<file path="src/rtl/inv_mac1d_pkg.sv">
// inv_mac1d_pkg
// Shared definitions for the inverse-MAC solver (inv_mac1d) and its
// serial divider.
//   state_t : controller state encoding, also driven out of inv_mac1d
//             on its "state" debug port.
//   fp_max  : constant function used to derive fixed-point widths.
package inv_mac1d_pkg;

   typedef enum logic [1:0] {
      ST_IDLE = 2'd0,
      ST_CALC = 2'd1,
      ST_DONE = 2'd2
   } state_t;

   function automatic int fp_max(input int a, input int b);
      return (a > b) ? a : b;
   endfunction

endpackage

</file>
<file path="src/rtl/udiv_serial.sv">
// udiv_serial
// Unsigned bit-serial restoring divider. It produces one quotient bit per
// clock, MSB first, and truncates toward zero.
// Ports:
//   clk      : clock
//   rst_n    : synchronous active-low reset
//   start    : load dividend/divisor; iterations run on the next NW edges
//   dividend : NW-bit unsigned dividend
//   divisor  : DW-bit unsigned divisor (caller guarantees non-zero)
//   busy     : high while iterations are pending
//   done     : one-cycle pulse after the final iteration edge
//   quotient : NW-bit quotient, valid while done is high and held afterwards
module udiv_serial #(
   parameter int NW = 21,
   parameter int DW = 13
) (
   input  logic          clk,
   input  logic          rst_n,
   input  logic          start,
   input  logic [NW-1:0] dividend,
   input  logic [DW-1:0] divisor,
   output logic          busy,
   output logic          done,
   output logic [NW-1:0] quotient
);

   localparam int CW = $clog2(NW + 1);

   // quo_q starts out holding the dividend. Each iteration shifts one
   // dividend bit out of the top and one quotient bit in at the bottom.
   logic [NW-1:0] quo_q;
   logic [DW-1:0] rem_q;
   logic [DW-1:0] dsr_q;
   logic [CW-1:0] cnt_q;

   logic [DW:0]   trial;
   logic [DW-1:0] diff;
   logic          fits;

   // The remainder is always below the divisor, so the trial value is
   // below 2*divisor. When the divisor fits, the difference therefore
   // also fits in DW bits.
   always_comb begin
      trial = {rem_q, quo_q[NW-1]};
      fits  = (trial >= {1'b0, dsr_q});
      diff  = trial[DW-1:0] - dsr_q;
   end

   always_ff @(posedge clk) begin
      if (!rst_n) begin
         quo_q <= '0;
         rem_q <= '0;
         dsr_q <= '0;
         cnt_q <= '0;
         busy  <= 1'b0;
         done  <= 1'b0;
      end else begin
         done <= 1'b0;
         if (start) begin
            quo_q <= dividend;
            rem_q <= '0;
            dsr_q <= divisor;
            cnt_q <= CW'(NW);
            busy  <= 1'b1;
         end else if (busy) begin
            quo_q <= (quo_q << 1) | NW'(fits);
            rem_q <= fits ? diff : trial[DW-1:0];
            cnt_q <= cnt_q - CW'(1);
            if (cnt_q == CW'(1)) begin
               busy <= 1'b0;
               done <= 1'b1;
            end
         end
      end
   end

   assign quotient = quo_q;

endmodule

</file>
<file path="src/rtl/inv_mac1d.sv">
// inv_mac1d
// Solves m*x + b = y for x, i.e. x = (y - b) / m, in signed fixed point.
// D = y - b is formed exactly, |D| is pre-shifted so the quotient lands on
// the binary point of x, and the magnitudes are divided by udiv_serial.
// The sign is applied afterwards and the result saturates to the x range.
// Division by zero skips the divider and returns the saturated value whose
// sign matches D.
// Ports:
//   clk_in    : clock
//   rst_in    : synchronous active-low reset
//   m_in      : signed slope        (IW_M.QW_M)
//   y_in      : signed target       (IW_Y.QW_Y)
//   b_in      : signed offset       (IW_B.QW_B)
//   in_valid  : operands valid
//   in_ready  : block is idle and can take operands
//   x_out     : signed solution     (IW_X.QW_X)
//   div0_out  : m was zero
//   ovf_out   : x was saturated
//   out_valid : result valid
//   out_ready : consumer takes the result
//   state     : controller state (debug)
//
// Handshakes: a transfer happens on a rising edge where valid and ready
// are both high. The producer holds valid and its payload until that
// edge. The input side accepts only in IDLE. The output side holds
// x/flags and out_valid until out_ready is seen. The handshake edge
// returns to IDLE, and in_ready rises after that edge, which leaves a
// one-cycle bubble between jobs.
module inv_mac1d
   import inv_mac1d_pkg::*;
#(
   parameter int IW_M = 4,
   parameter int QW_M = 8,
   parameter int IW_Y = 4,
   parameter int QW_Y = 8,
   parameter int IW_B = 4,
   parameter int QW_B = 8,
   parameter int IW_X = 4,
   parameter int QW_X = 8
) (
   input  logic                 clk_in,
   input  logic                 rst_in,
   input  logic [IW_M+QW_M-1:0] m_in,
   input  logic [IW_Y+QW_Y-1:0] y_in,
   input  logic [IW_B+QW_B-1:0] b_in,
   input  logic                 in_valid,
   output logic                 in_ready,
   output logic [IW_X+QW_X-1:0] x_out,
   output logic                 div0_out,
   output logic                 ovf_out,
   output logic                 out_valid,
   input  logic                 out_ready,
   output state_t               state
);

   localparam int WL_M = IW_M + QW_M;
   localparam int WL_Y = IW_Y + QW_Y;
   localparam int WL_B = IW_B + QW_B;
   localparam int WL_X = IW_X + QW_X;
   localparam int IW_D = fp_max(IW_Y, IW_B) + 1;
   localparam int QW_D = fp_max(QW_Y, QW_B);
   localparam int WL_D = IW_D + QW_D;
   localparam int S    = QW_X + QW_M - QW_D;
   localparam int S_U  = (S < 0) ? 0 : S;
   localparam int WN   = WL_D + S_U;
   // One extra bit so the most negative m still has a representable magnitude.
   localparam int WM   = WL_M + 1;
   localparam int CW   = fp_max(WN, WL_X) + 1;

   localparam logic [CW-1:0]   POS_LIM = (CW'(1) << (WL_X - 1)) - CW'(1);
   localparam logic [CW-1:0]   NEG_LIM = CW'(1) << (WL_X - 1);
   localparam logic [WL_X-1:0] X_MAX   = {1'b0, {(WL_X-1){1'b1}}};
   localparam logic [WL_X-1:0] X_MIN   = {1'b1, {(WL_X-1){1'b0}}};

   // If S were negative, the quotient could not carry enough fraction bits.
   if (S < 0) begin : g_bad_shift
      $error("inv_mac1d: QW_X + QW_M must be >= max(QW_Y, QW_B)");
   end

   logic [WL_D-1:0] y_al;
   logic [WL_D-1:0] b_al;
   logic [WL_D-1:0] d_val;
   logic [WL_D:0]   d_mag;
   logic [WM-1:0]   m_mag;
   logic [WN-1:0]   dividend;
   logic            d_neg;
   logic            m_neg;
   logic            m_zero;
   logic            accept;

   logic            div_start;
   logic            div_busy;
   logic            div_done;
   logic [WN-1:0]   quotient;

   logic [CW-1:0]   q_w;
   logic [WL_X-1:0] x_next;
   logic            ovf_next;

   logic            neg_q;    // sign of the result
   logic            d_neg_q;  // sign of D, selects the div-by-zero rail

   // Operand preparation uses the live inputs. The divider latches the
   // prepared values on the accept edge, so iterations start on the next edge.
   always_comb begin
      // Sign-extend to WL_D, then zero-fill the LSBs to align binary points.
      y_al   = {{(WL_D-WL_Y){y_in[WL_Y-1]}}, y_in} << (QW_D - QW_Y);
      b_al   = {{(WL_D-WL_B){b_in[WL_B-1]}}, b_in} << (QW_D - QW_B);
      d_val  = y_al - b_al;
      d_neg  = d_val[WL_D-1];
      d_mag  = d_neg ? ((WL_D+1)'(0) - {1'b1, d_val}) : {1'b0, d_val};
      m_neg  = m_in[WL_M-1];
      m_mag  = m_neg ? (WM'(0) - {1'b1, m_in}) : {1'b0, m_in};
      m_zero = (m_in == '0);
      // The extra integer bit of D keeps |D| below 2^(WL_D-1), so the top
      // bit of d_mag is always zero and truncation is safe when S == 0.
      dividend = WN'(d_mag) << S_U;
   end

   assign accept    = in_valid && in_ready;
   assign div_start = accept && !m_zero && !div_busy;

   udiv_serial #(
      .NW (WN),
      .DW (WM)
   ) u_div (
      .clk      (clk_in),
      .rst_n    (rst_in),
      .start    (div_start),
      .dividend (dividend),
      .divisor  (m_mag),
      .busy     (div_busy),
      .done     (div_done),
      .quotient (quotient)
   );

   // Apply the sign and saturate. A negative result can reach one step
   // further than a positive one (-2^(WL_X-1)).
   always_comb begin
      q_w      = CW'(quotient);
      ovf_next = 1'b0;
      x_next   = '0;
      if (neg_q) begin
         ovf_next = (q_w > NEG_LIM);
         x_next   = ovf_next ? X_MIN : (WL_X'(0) - q_w[WL_X-1:0]);
      end else begin
         ovf_next = (q_w > POS_LIM);
         x_next   = ovf_next ? X_MAX : q_w[WL_X-1:0];
      end
   end

   always_ff @(posedge clk_in) begin
      if (!rst_in) begin
         state     <= ST_IDLE;
         in_ready  <= 1'b1;
         out_valid <= 1'b0;
         x_out     <= '0;
         div0_out  <= 1'b0;
         ovf_out   <= 1'b0;
         neg_q     <= 1'b0;
         d_neg_q   <= 1'b0;
      end else begin
         case (state)
            ST_IDLE: begin
               if (accept) begin
                  neg_q    <= d_neg ^ m_neg;
                  d_neg_q  <= d_neg;
                  in_ready <= 1'b0;
                  state    <= m_zero ? ST_DONE : ST_CALC;
               end
            end
            ST_CALC: begin
               if (div_done) begin
                  x_out     <= x_next;
                  ovf_out   <= ovf_next;
                  div0_out  <= 1'b0;
                  out_valid <= 1'b1;
                  state     <= ST_DONE;
               end
            end
            ST_DONE: begin
               // DONE without out_valid is only reached from the m == 0
               // shortcut. The saturated result is published one edge later.
               if (!out_valid) begin
                  x_out     <= d_neg_q ? X_MIN : X_MAX;
                  div0_out  <= 1'b1;
                  ovf_out   <= 1'b0;
                  out_valid <= 1'b1;
               end else if (out_ready) begin
                  out_valid <= 1'b0;
                  in_ready  <= 1'b1;
                  state     <= ST_IDLE;
               end
            end
            default: begin
               state    <= ST_IDLE;
               in_ready <= 1'b1;
            end
         endcase
      end
   end

endmodule

</file>
<file path="config.mk">
export PLATFORM = sky130hd
export DESIGN_NAME = inv_mac1d
export DESIGN_NICKNAME = d
export VERILOG_FILES = /design/src/rtl/inv_mac1d_pkg.sv /design/src/rtl/udiv_serial.sv /design/src/rtl/inv_mac1d.sv
export SDC_FILE = /design/constraint.sdc
export NUM_CORES = 1
export LEC_CHECK = 0
export CAP_MARGIN = 15
export CORE_MARGIN = 5
export CORE_UTILIZATION = 53
export DETAILED_ROUTE_END_ITERATION = 7
export PLACE_DENSITY = 0.76
export SYNTH_ARGS = -nofsm -noshare
export SYNTH_HDL_FRONTEND = slang
export SYNTH_SLANG_ARGS = --single-unit
</file>
<file path="constraint.sdc">
create_clock -name clk_in -period 3 [get_ports clk_in]
set_input_delay 0.3 -clock clk_in [delete_from_list [all_inputs] [get_ports clk_in]]
set_output_delay 0.3 -clock clk_in [all_outputs]
set_load 0.01 [all_outputs]
</file>
* Word level (Yosys, flattened, before mapping) *
Index checks and enable logic that the tools add are counted.
W data, S select, Z words.

word-level totals
  register bits = 74
  output and inout bits = 18
  logic and storage cells = 93

operators by class
  add/subtract/negate cells = 6
  order comparisons = 3
  equal/unequal tests = 8
  muxes and demuxes = 39
  bitwise logic cells = 5
  reductions and logical operators = 16

operators with widths
  cell                     number
  $mux W12                 6
  $mux W21                 2
  $mux W13                 3
  $sub A1 B13 Y13 const A  2
  $pmux W12 S2             1
  $gt A21 B11 Y1 const B   1
  $gt A21 B12 Y1 const B   1
  $or A21 B1 Y21           1
  $mux W1                  15
  $ge A14 B13 Y1           1
  $sub A12 B12 Y13         1
  $sub A13 B13 Y13         1
  $logic_not A12 Y1        1
  $sub A1 B12 Y12 const A  1
  $mux W2                  5
  $mux W5                  2
  $ne A2 B2 Y1 const B     4
  $reduce_and A4 Y1        2
  $pmux W1 S2              3
  $pmux W2 S3              1
  $eq A5 B1 Y1 const B     1
  $sub A5 B1 Y5 const B    1
  $reduce_and A2 Y1        2
  $reduce_bool A2 Y1       2
  12 further kinds         17

* Depth between registers and ports, before layout *
  depth in word-level cells = 5
  depth in mapped cells = 12
  depth with buffers taken out = 11

* Modules after synthesis *
A second synthesis with hierarchy kept.

unflattened totals
  cells, all modules = 699
  area, all modules = 5560.3 um2

modules (own cells, without submodules)
  module       times used  cells an instance  area each (um2)  sequential area each (um2)
  udiv_serial  1           355                3126.7           1081.0
  inv_mac1d    1           344                2433.6           400.4

* Worst setup path after synthesis *
No wires, ideal clock.

  kind = input -> register
  start = input y_in[0]
  end = register u_div.quo_q[17], in the netlist u_div.quotient[17]
  setup time = 0.079 ns
  arrival = 2.549 ns
  required time = 2.921 ns
  setup slack = 0.372 ns
  cell stages on the path = 11
  buffers on the path = 0
  path through = inv_1 > ha_1 > fa_1 > nand2b_1 > a21oi_1 > o31ai_2 > a2111oi_1 > a211oi_1 > or3_1 > a21o_1 > a211oi_2

between the ends
  cells in the longest elaborated chain, start to end = 4

ends and longest elaborated chain
  element                 line               RTL
  start: declaration      inv_mac1d.sv:44    input logic [IW_Y+QW_Y-1:0] y_in,
  $sub A12 B12 Y13 *      inv_mac1d.sv:109   d_val = y_al - b_al;
  $sub A1 B13 Y13         inv_mac1d.sv:111   d_mag = d_neg ? ((WL_D+1)'(0) - {1'b1, d_val}) : {1'b0, d_val};
  $mux W13 *              inv_mac1d.sv:111
  $mux W21 *              udiv_serial.sv:59  if (start) begin
  end signal: assignment  udiv_serial.sv:60  quo_q <= dividend;
  end signal: assignment  udiv_serial.sv:66  quo_q <= (quo_q << 1) | NW'(fits);
  end: declaration        udiv_serial.sv:31  logic [NW-1:0] quo_q;

Every way passes the cells marked *; elsewhere a longest branch is shown, timed or not.
A chain may end at the register's enable or synchronous reset.

* Worst setup path in the final report *
Ends and elaborated chain as after synthesis.

==> reports/qor.txt <==
library cells used by synthesis: 66
CTS buffer count: 9
critical path, cell by cell: clkdlybuf4s50_1 > inv_1 > ha_1 > fa_1 > nand2b_1 > a21oi_1 > o31ai_2 > a2111oi_1 > a211oi_1 > or3_1 > a21o_1 > a211oi_2
Ys Warns: 0
cts hold-fix bufs: 0
CP bufs+invs: 2
io pins: 58
CP Data Arrival Time: 3.15 ns
Worst Path Required: 3.28 ns
Async SR Flop Fraction: 0%
slew margin rel.: 48.4%
Fillers: 848
Max IR drop VDD: 240 µV
Reg2Reg Launch Point: u_div.quotient[20]
largest net degree at the start of global routing: 39
Yosys reg bits: 74
crit path to: u_div.quotient[17]
ant diodes: 0
fin. max-slew vios: 0
Die W: 109 µm
HP Class: reg2reg
sequential area share after synthesis: 28.6%
GRT Util Overall: 22.3%
die height: 109 µm
share of layout cells above drive strength 1: 9.90%
R2R depth: 13
vias in the first global route: 4,899
Post-Syn Instances: 688
layout overhead on the synthesized area: 21.7%
first-pass GRT wire length: 21,700 µm
HPWL Detailed: 9820 µm
# DRC: 0
Synth Flop Type: dfxtp_1
Setup violations, final: 0
post-DR wirelength/cell: 14.3 µm
R2R Setup Slk: 0.25 ns
initial core utilization: 53.6%
Max Root-Sink Buffers: 2
initial antenna violation count: 0
top cells by area, synth: dfxtp_1 (29%), ha_1 (7.5%), nor2_1 (6.8%)
Min Clock Period, post-route: 2.87 ns
CTS tree: built
status: finished clean
CTS root buffer: clkbuf_8
syn_area_per_cell: 7.52 µm²
worst-path fanout max: 3
fin nets: 837
setup ws final: 0.133 ns
DP Worst Slack: -0.232 ns
clock latency on the worst-skew pair: 0.36 ns
slowest CP cell: clkdlybuf4s50_1
share of the synthesized area in the top cell type: 28.6%
Post-synth EDFFs: 0
Post-Syn Nets: 761
leakage: 2.50 nW
Worst Setup SP: y_in[0]
Initial DRC Count: 311
Achievable Freq: 349 MHz
P per Cell Area: 538 mW/mm²
grt total ovfl: 0
Util after Layout: 65.3%
vias post-DR: 5,117
clock skew: 0.0108 ns
wirelength, routed: 12,900 µm
Reg clk slew, reported paths: 0.07 ns
period utilization: 95.6%
DRT Pass-1 Iters: 5
Detail Route Antenna Nets: 0
number of port buffers: 57
num rows: 36
measured slew at the worst slew-check pin: 0.771 ns
startpoint types: input pin
max-cap violations: 0
H-Tree Level Count: 3
Worst Path Class, Setup: in2reg
CP endpoint kind: flop
area of the mapped netlist: 0.00517 mm²
Worst path depth: 12
core box area: 0.00964 mm²
Critical Path Max Stage Delay: 0.45 ns
vias per cell: 5.68
crit-path leading delay family: compound AO/OA/AOI/OAI gates
Final Hold Viols: 0
die footprint: 0.0118 mm²
clock sink count: 74
Placer Congestion: 0.895
area leader, netlist: dfxtp_1
reg2reg end: u_div.rem_q[6]
power breakdown:
group	total, W	internal, W	switching (W)
clock	0.000764	0.000399	0.000365
sequential	0.00120	0.00108	0.000115
combinational	0.00142	0.000667	0.000758
flip-flops by register name, indices dropped and copies added (netlist names), 2 cells and up:
| register | count |
|---|---|
| u_div.quotient | 21 |
| state | 2 |
| x_out | 12 |
| u_div.dsr_q | 13 |
| u_div.rem_q | 13 |
| u_div.cnt_q | 5 |
cell families after synthesis:
group	Yosys count	share of synthesized area [%]
AO/OA/AOI/OAI	179	22.8
XOR/XNOR	34	5.76
adder cells (fa/ha/maj)	33	8.27
buffers and inverters	77	5.76
flip-flops	74	28.6
multiplexers	18	3.51
AND/OR/NAND/NOR	273	25.3
synth_stat cells, drive strengths merged, types with 4 or more instances:
cell type	n
a21oi	42
xnor2	20
o31ai	9
nor2b	5
nand4	7
inv	43
nand2b	14
dfxtp	74
or3	12
o21ai	47
o21a	5
nor3b	7
nor2	95
clkbuf	27
mux2i	17
nand2	58
nand3	23
a221oi	5
nor3	26
ha	31
nor4	7
a31oi	8
buf	6
or4	4
a211oi	28
a21o	6
xor2	14
per-layer routing:
layer,vias up,part of all wire [%],global-route usage (%)
met4,0,1.7,7.66
met1,2371,46,28.4
met5,-,0,0
li1,2621,-,-
met2,110,48,38.8
met3,15,3.6,3.02
worst reg2reg max path, stage by stage (launching register included):
cell,delay (ns)
dfxtp_1,0.36
inv_1,0.07
ha_1,0.23
fa_1,0.42
nor2b_1,0.12
o21ai_0,0.08
nand2b_1,0.14
a21oi_1,0.12
a31oi_2,0.26
o32ai_2,0.14
buf_4,0.20
buf_4,0.18
mux2i_1,0.18
a21oi_1,0.09
final cells by class:
type / instances / area [µm²] / share of cell area, %
Multi-Input combinational cell: 537 / 3410 / 54.2
Clock inverter: 5 / 55.1 / 0.875
Clock buffer: 10 / 138 / 2.19
Timing Repair Buffer: 98 / 878 / 14.0
Sequential cell: 74 / 1480 / 23.6
Tap cell: 133 / 166 / 2.64
Inverter: 44 / 165 / 2.62
worst min-delay path by stage:
| stage | from | to | slack (ns) | depth (start not counted) |
|---|---|---|---|---|
| after floorplan | u_div.dsr_q[12] | u_div.dsr_q[12] | 0.42 | 2 |
| after global placement | u_div.dsr_q[12] | u_div.dsr_q[12] | 0.44 | 2 |
| after detailed placement | u_div.dsr_q[12] | u_div.dsr_q[12] | 0.44 | 2 |
| after CTS | u_div.dsr_q[12] | u_div.dsr_q[12] | 0.45 | 2 |
| after global routing | x_out[0] | x_out[0] | 0.49 | 2 |
| final | u_div.dsr_q[12] | u_div.dsr_q[12] | 0.45 | 2 |
cell usage in the layout, fill, tap and decap left out, types with 17 or more instances in the layout:
master	n
nor2_1	94
dfxtp_1	73
nand2_1	57
clkdlybuf4s50_1	57
o21ai_0	44
inv_1	43
a21oi_1	41
buf_4	41
ha_1	31
a211oi_1	27
nor3_1	25
nand3_1	23
xnor2_1	20
mux2i_1	17
through the flow:
stage,hold WS [ns],setup TNS [ns],std cells,power [W],instance area [µm²]
2_1_floorplan,0.422,0,688,0.00218,5170
3_3_place_gp,0.438,-0.371,886,0.00257,6080
3_5_place_dp,0.443,-0.866,886,0.00262,6080
4_1_cts,0.454,0,901,0.00338,6280
5_1_grt,0.494,-0.00114,901,0.00361,6290
6_report,0.449,0,901,0.00339,6290
what timing repair did:
action	in CTS	in global routing
setup endpoints to repair	0	3
resized for setup	0	3
setup buffers	0	0
Note: power is estimated with default switching activity, not from simulation.
